--- src/rtl/decode_pkg.sv ---
// rtl/decode_pkg.sv - shared defaults, field offsets and decoded-instruction type for the decode stage
package decode_pkg;

  localparam int DEF_INSTR_W   = 16;
  localparam int DEF_OPC_W     = 4;
  localparam int DEF_REG_IDX_W = 5;

  localparam logic [DEF_OPC_W-1:0] NOP_OPC_DEF  = 4'd0;
  localparam logic [DEF_OPC_W-1:0] LOAD_OPC_DEF = 4'b1000;

  // Field offsets, derived from the widths so non-default builds stay consistent
  function automatic int opc_lsb(input int instr_w, input int opc_w);
    return instr_w - opc_w;
  endfunction

  function automatic int tgt_w(input int instr_w, input int opc_w);
    return instr_w - opc_w;
  endfunction

  function automatic int imm_w(input int instr_w, input int opc_w, input int reg_idx_w);
    return instr_w - opc_w - reg_idx_w;
  endfunction

  function automatic int rs1_lsb(input int reg_idx_w);
    return reg_idx_w;
  endfunction

  // Decoded view of a default-width instruction
  typedef struct packed {
    logic [DEF_OPC_W-1:0]                           opcode;
    logic [DEF_REG_IDX_W-1:0]                       rs1;
    logic [DEF_REG_IDX_W-1:0]                       rs2;
    logic [DEF_INSTR_W-DEF_OPC_W-DEF_REG_IDX_W-1:0] imm;
    logic [DEF_REG_IDX_W-1:0]                       dest;
    logic [DEF_INSTR_W-DEF_OPC_W-1:0]               target;
  } decoded_t;

endpackage

--- src/rtl/decode_hazard_unit.sv ---
// rtl/decode_hazard_unit.sv - combinational load-use hazard compare against the execute stage
module decode_hazard_unit
  import decode_pkg::*;
#(
  parameter int                 OPC_W     = DEF_OPC_W,
  parameter int                 REG_IDX_W = DEF_REG_IDX_W,
  parameter logic [OPC_W-1:0]   LOAD_OPC  = LOAD_OPC_DEF
) (
  input  logic                 in_valid,
  input  logic                 ex_valid,
  input  logic [OPC_W-1:0]     ex_opcode,
  input  logic [REG_IDX_W-1:0] ex_dest_idx,
  input  logic [REG_IDX_W-1:0] rd1_idx,
  input  logic [REG_IDX_W-1:0] rd2_idx,
  output logic                 hazard
);

  // A load in execute whose destination feeds either source must stall decode
  always_comb begin
    hazard = in_valid && ex_valid && (ex_opcode == LOAD_OPC) &&
             ((ex_dest_idx == rd1_idx) || (ex_dest_idx == rd2_idx));
  end

endmodule

--- src/rtl/decode_stage_pipe.sv ---
// rtl/decode_stage_pipe.sv - decode pipeline stage with handshake, flush, load-use stall; optional DECODE_WB_BYPASS_EN
module decode_stage_pipe
  import decode_pkg::*;
#(
  parameter int               INSTR_W   = DEF_INSTR_W,
  parameter int               DATA_W    = 16,
  parameter int               OPC_W     = DEF_OPC_W,
  parameter int               REG_IDX_W = DEF_REG_IDX_W,
  parameter logic [OPC_W-1:0] NOP_OPC   = NOP_OPC_DEF,
  parameter logic [OPC_W-1:0] LOAD_OPC  = LOAD_OPC_DEF
) (
  input  logic                                clk,
  input  logic                                rst_n,
  input  logic                                in_valid,
  output logic                                in_ready,
  input  logic [DATA_W-1:0]                   in_pc_next,
  input  logic [INSTR_W-1:0]                  in_instr,
  input  logic                                in_squash,
  input  logic                                flush,
  output logic [REG_IDX_W-1:0]                rf_rd1_idx,
  output logic [REG_IDX_W-1:0]                rf_rd2_idx,
  input  logic [DATA_W-1:0]                   rf_rd1_data,
  input  logic [DATA_W-1:0]                   rf_rd2_data,
`ifdef DECODE_WB_BYPASS_EN
  input  logic                                wb_valid,
  input  logic [REG_IDX_W-1:0]                wb_idx,
  input  logic [DATA_W-1:0]                   wb_data,
`endif
  input  logic                                ex_valid,
  input  logic [OPC_W-1:0]                    ex_opcode,
  input  logic [REG_IDX_W-1:0]                ex_dest_idx,
  output logic                                out_valid,
  input  logic                                out_ready,
  output logic [OPC_W-1:0]                    out_opcode,
  output logic [DATA_W-1:0]                   out_pc_next,
  output logic [DATA_W-1:0]                   out_rs1_data,
  output logic [DATA_W-1:0]                   out_rs2_data,
  output logic [INSTR_W-OPC_W-REG_IDX_W-1:0]  out_imm,
  output logic [REG_IDX_W-1:0]                out_dest_idx,
  output logic [DATA_W-1:0]                   out_target
);

  localparam int OPC_LSB = opc_lsb(INSTR_W, OPC_W);
  localparam int TGT_W   = tgt_w(INSTR_W, OPC_W);
  localparam int IMM_W   = imm_w(INSTR_W, OPC_W, REG_IDX_W);
  localparam int RS1_LSB = rs1_lsb(REG_IDX_W);

  if (INSTR_W - OPC_W < 2 * REG_IDX_W) begin : g_bad_widths
    $error("decode_stage_pipe: INSTR_W-OPC_W must be >= 2*REG_IDX_W");
  end

  logic [OPC_W-1:0]  dec_opcode;
  logic [IMM_W-1:0]  dec_imm;
  logic [DATA_W-1:0] rs1_sel;
  logic [DATA_W-1:0] rs2_sel;
  logic              hazard;
  logic              advance;

  // Field slicing straight off the fetched instruction
  always_comb begin
    dec_opcode = in_instr[OPC_LSB +: OPC_W];
    dec_imm    = in_instr[RS1_LSB +: IMM_W];
    rf_rd1_idx = in_instr[RS1_LSB +: REG_IDX_W];
    rf_rd2_idx = in_instr[REG_IDX_W-1:0];
    out_target = DATA_W'(in_instr[TGT_W-1:0]);
  end

  // Operand select: register-file data, or the write-back value when it targets a nonzero source
  always_comb begin
`ifdef DECODE_WB_BYPASS_EN
    rs1_sel = (wb_valid && (wb_idx == rf_rd1_idx) && (rf_rd1_idx != '0)) ? wb_data : rf_rd1_data;
    rs2_sel = (wb_valid && (wb_idx == rf_rd2_idx) && (rf_rd2_idx != '0)) ? wb_data : rf_rd2_data;
`else
    rs1_sel = rf_rd1_data;
    rs2_sel = rf_rd2_data;
`endif
  end

  decode_hazard_unit #(
    .OPC_W     (OPC_W),
    .REG_IDX_W (REG_IDX_W),
    .LOAD_OPC  (LOAD_OPC)
  ) u_hazard (
    .in_valid    (in_valid),
    .ex_valid    (ex_valid),
    .ex_opcode   (ex_opcode),
    .ex_dest_idx (ex_dest_idx),
    .rd1_idx     (rf_rd1_idx),
    .rd2_idx     (rf_rd2_idx),
    .hazard      (hazard)
  );

  // Handshake: the output slot frees when empty or drained; flush overrides the stall
  always_comb begin
    advance  = !out_valid || out_ready;
    in_ready = advance && (flush || !hazard);
  end

  // Output register: flush kills, a clean transfer loads, a stall or idle drains, backpressure holds
  always_ff @(posedge clk or negedge rst_n) begin
    if (!rst_n) begin
      out_valid    <= 1'b0;
      out_opcode   <= NOP_OPC;
      out_pc_next  <= '0;
      out_rs1_data <= '0;
      out_rs2_data <= '0;
      out_imm      <= '0;
      out_dest_idx <= '0;
    end else if (flush) begin
      out_valid <= 1'b0;
    end else if (advance && in_valid && !hazard) begin
      out_valid    <= 1'b1;
      out_opcode   <= in_squash ? NOP_OPC : dec_opcode;
      out_pc_next  <= in_pc_next;
      out_rs1_data <= rs1_sel;
      out_rs2_data <= rs2_sel;
      out_imm      <= dec_imm;
      out_dest_idx <= rf_rd2_idx;
    end else if (advance) begin
      out_valid <= 1'b0;
    end
  end

endmodule

--- config.mk ---
export PLATFORM = sky130hd
export DESIGN_NAME = decode_stage_pipe
export DESIGN_NICKNAME = d
export VERILOG_FILES = /design/src/rtl/decode_pkg.sv /design/src/rtl/decode_hazard_unit.sv /design/src/rtl/decode_stage_pipe.sv
export SDC_FILE = /design/constraint.sdc
export NUM_CORES = 1
export LEC_CHECK = 0
export CORE_UTILIZATION = 38
export DETAILED_ROUTE_END_ITERATION = 16
export GPL_ROUTABILITY_DRIVEN = 0
export PLACE_DENSITY = 0.8
export SYNTH_ARGS = -nofsm -noshare
export SYNTH_HDL_FRONTEND = slang
export SYNTH_SLANG_ARGS = --single-unit
--- constraint.sdc ---
create_clock -name clk -period 1.74 [get_ports clk]
set_clock_uncertainty 0.15 [all_clocks]
set_input_delay 0.348 -clock clk [delete_from_list [all_inputs] [get_ports clk]]
set_output_delay 0.348 -clock clk [all_outputs]
set_load 0.03 [all_outputs]
==> flow_summary.yaml <==
critical_path:
  critPathKind: "in -> reg"
  rrSetupSlack_ns: -0.11
  rr_endpoint: "out_rs2_data[1]$_DFFE_PN0P_"
  crit_family: "buffers and inverters"
  cp.arrival_ns: 2.00
  worst_setup_path_end_kind: "flop"
  r2r-start: "out_valid$_DFFE_PN0P_"
  cpMostUsedCell: "buf_12"
  crit_fanout: 5
  worstSetupStartpoint: "ex_opcode[3]"
  crit_chain: "dlygate4sd2_1 -> nor4b_2 -> and3_4 -> buf_4 -> a21oi_4 -> buf_12 -> buf_12 -> clkbuf_16 -> mux2_4"
  cp.depth: 9
  critPathMaxStageDelay_ns: 0.30
  cp_slowest_cell: "mux2_4"
  reg2reg_depth: 7
  crit_buf_inv: 5
  start_kind: "primary input"
  cp.required_ns: 1.80
grt:
  antenna_found_initial: 0
  grt_max_degree: 66
  grt_pass1_vias: 2342
  grt_overflow: 0
  grt_pass1_wl_um: 12020
  grt.total_usage_pct: 18.86
placement:
  hpwl_um: 5203
  io_buffers: 167
outcome:
  violations: "setup timing"
  status: "finished with violations"
cells_and_area:
  nets: 449
  layout_commonest_cell: "dlygate4sd2_1"
  drive_above_1_share_pct: 44.39
  layout_common_cells: "dlygate4sd2_1 (67), dfrtp_1 (65), mux2_4 (63), clkdlybuf4s50_1 (57), buf_4 (34)"
  seqCellArea_um2: 1627
  multi_input_comb_area_um2: 1318
  fill_cells: 568
  num_antenna_cells: 0
  syn_to_final_growth_pct: 77.75
logic_synthesis:
  yosysUniqueCellTypes: 20
  ys_top_cells_by_area: "dfrtp_1 (54%), mux2_4 (25%), buf_4 (6.5%)"
  syn-cell-area_um2: 2998
  synthDominantCellAreaShare_pct: 54.26
  syn-mean-instance-area_um2: 15.86
  ys_warn_count: 0
  syn_inst: 189
  ys_ff_latch: 65
  yosys.area.top_type: "dfrtp_1"
  ys_seq_area_share_pct: 54.26
drt:
  drtIter0Drc: 26
  drc: 0
  drt-pass1-iter-count: 6
  vias_per_cell: 4.489
  postRouteAntennaNets: 0
  wl_per_cell_um: 16.61
  via_count: 2137
  wl_um: 7908
cts:
  cts.sinks: 65
  path_clk_slew_ns: 0.07
  cts_tree: "done"
  clk_path_buf_depth: 2
  cts_buffers: 9
  cts_root_buf: "clkbuf_8"
  htreeDepth: 3
  clk_latency_ns: 0.33
hold_path:
  hp-class: "in -> reg"
  hold_path_startpoint: "in_instr[5]"
  holdPathStages: 3
  min_to: "out_imm[0]$_DFFE_PN0P_"
power:
  p_total_uw: 5265
  p_per_area_nw_per_um2: 988.1
  ir_worst_vdd_mv: 0.6183
  p_leak_uw: 0.002541
sta:
  finalHoldViolCount: 0
  holdWs_ns: 0.2481
  worst_slack_ns: -0.2001
  timing.fmax_ghz: 0.5154
  slew_violations: 0
  finalSetupTns_ns: -9.138
  min_period_ns: 1.940
  fin_crit_sh_pct: 111.5
  rsz0062_at_grt: "true"
  setup_violations: 66
job:
  drv_cap: 0
floorplan:
  core_um2: 7687
  io_pins: 172
  die_w_um: 90.82
  floorplan.initialDensity_pct: 39.00
  chipHeight_um: 90.82
  rows: 32
  dieArea_um2: 8248
repair_timing:
item / in CTS / in global routing
cloned: 6 / 3
hold buffers: 1 / 0
hold endpoints to repair: 65 / 0
endpoints found under the setup margin: 131 / 66
pin swaps: 18 / 15
gates resized for setup: 141 / 51
buffers inserted: 2 / 5
synthesized netlist by cell type:
| library cell | n |
|---|---|
| o21bai_1 | 1 |
| o21a_1 | 1 |
| mux2_4 | 49 |
| buf_6 | 6 |
| nor2b_1 | 4 |
| nand3_1 | 2 |
| nand2b_1 | 1 |
| mux2_2 | 15 |
| buf_4 | 26 |
| nand2_1 | 2 |
| xor2_1 | 2 |
| conb_1 | 1 |
| and3_1 | 1 |
| buf_2 | 1 |
| dfrtp_1 | 65 |
| nand3b_1 | 1 |
| nor4b_1 | 1 |
| xnor2_1 | 8 |
| a21oi_1 | 1 |
| o32ai_2 | 1 |
sequential cells by signal, summed over array words and instances, names as in the netlist:
register      flops
out_pc_next      16
out_dest_idx      5
out_rs1_data     16
out_valid         1
out_opcode        4
out_imm           7
out_rs2_data     16
per-layer routing:
| layer | global-route usage (%) | part of all wire, % |
|---|---|---|
| met5 | 0 | 0 |
| met3 | 4.125 | 5.2 |
| met4 | 6.878 | 2.2 |
| met2 | 34.91 | 54 |
| met1 | 21.09 | 38 |
cells by family (layout without fill, tap and decap cells):
| family | count (synthesis) | after routing | synth area share [%] |
|---|---|---|---|
| AOI/OAI and AO/OA | 4 | 4 | 1.211 |
| buffers and inverters | 33 | 215 | 8.931 |
| and+or+nand+nor | 12 | 12 | 2.379 |
| muxes | 64 | 64 | 30.18 |
| other | 1 | 4 | 0.1251 |
| xor gates and xnor gates | 10 | 10 | 2.922 |
| DFF | 65 | 65 | 54.26 |
area by class of cell:
class                   instances  share of cell area (%)
repair buffers                199                   38.22
flip-flops and latches         65                   30.52
multi-input cells              94                   24.72
clock buffers                  11                   2.653
well taps                     102                   2.395
clock inverters                 5                   1.479
worst min-delay path: stages:
cell,delay [ns]
clkbuf_2,0.10
buf_4,0.11
mux2_4,0.13
worst max path at each step:
stage	endpoint	slack [ns]
after floorplan	out_dest_idx[0]$_DFFE_PN0P_	-0.02
after global placement	in_ready	-0.99
after detailed placement	in_ready	-1.04
after CTS	in_ready	-0.20
after global routing	in_ready	-0.23
final	out_rs2_data[1]$_DFFE_PN0P_	-0.20
stage by stage:
step           cell area [um2]  setup slack (ns)  util [%]  std cells
6_report                  5329           -0.2001     69.32        476
5_1_grt                   5329           -0.2288     69.32        476
4_1_cts                   5117           -0.1970     66.57        470
3_5_place_dp              4692            -1.041     61.04        445
3_3_place_gp              4692           -0.9933     61.04        445
2_1_floorplan             3054          -0.02155         -        192
power by group:
part	internal [uW]	switching, uW
sequential	1770	139
clock	844	558
combinational	948	1000
No activity file was read; power rests on OpenSTA's default activity.
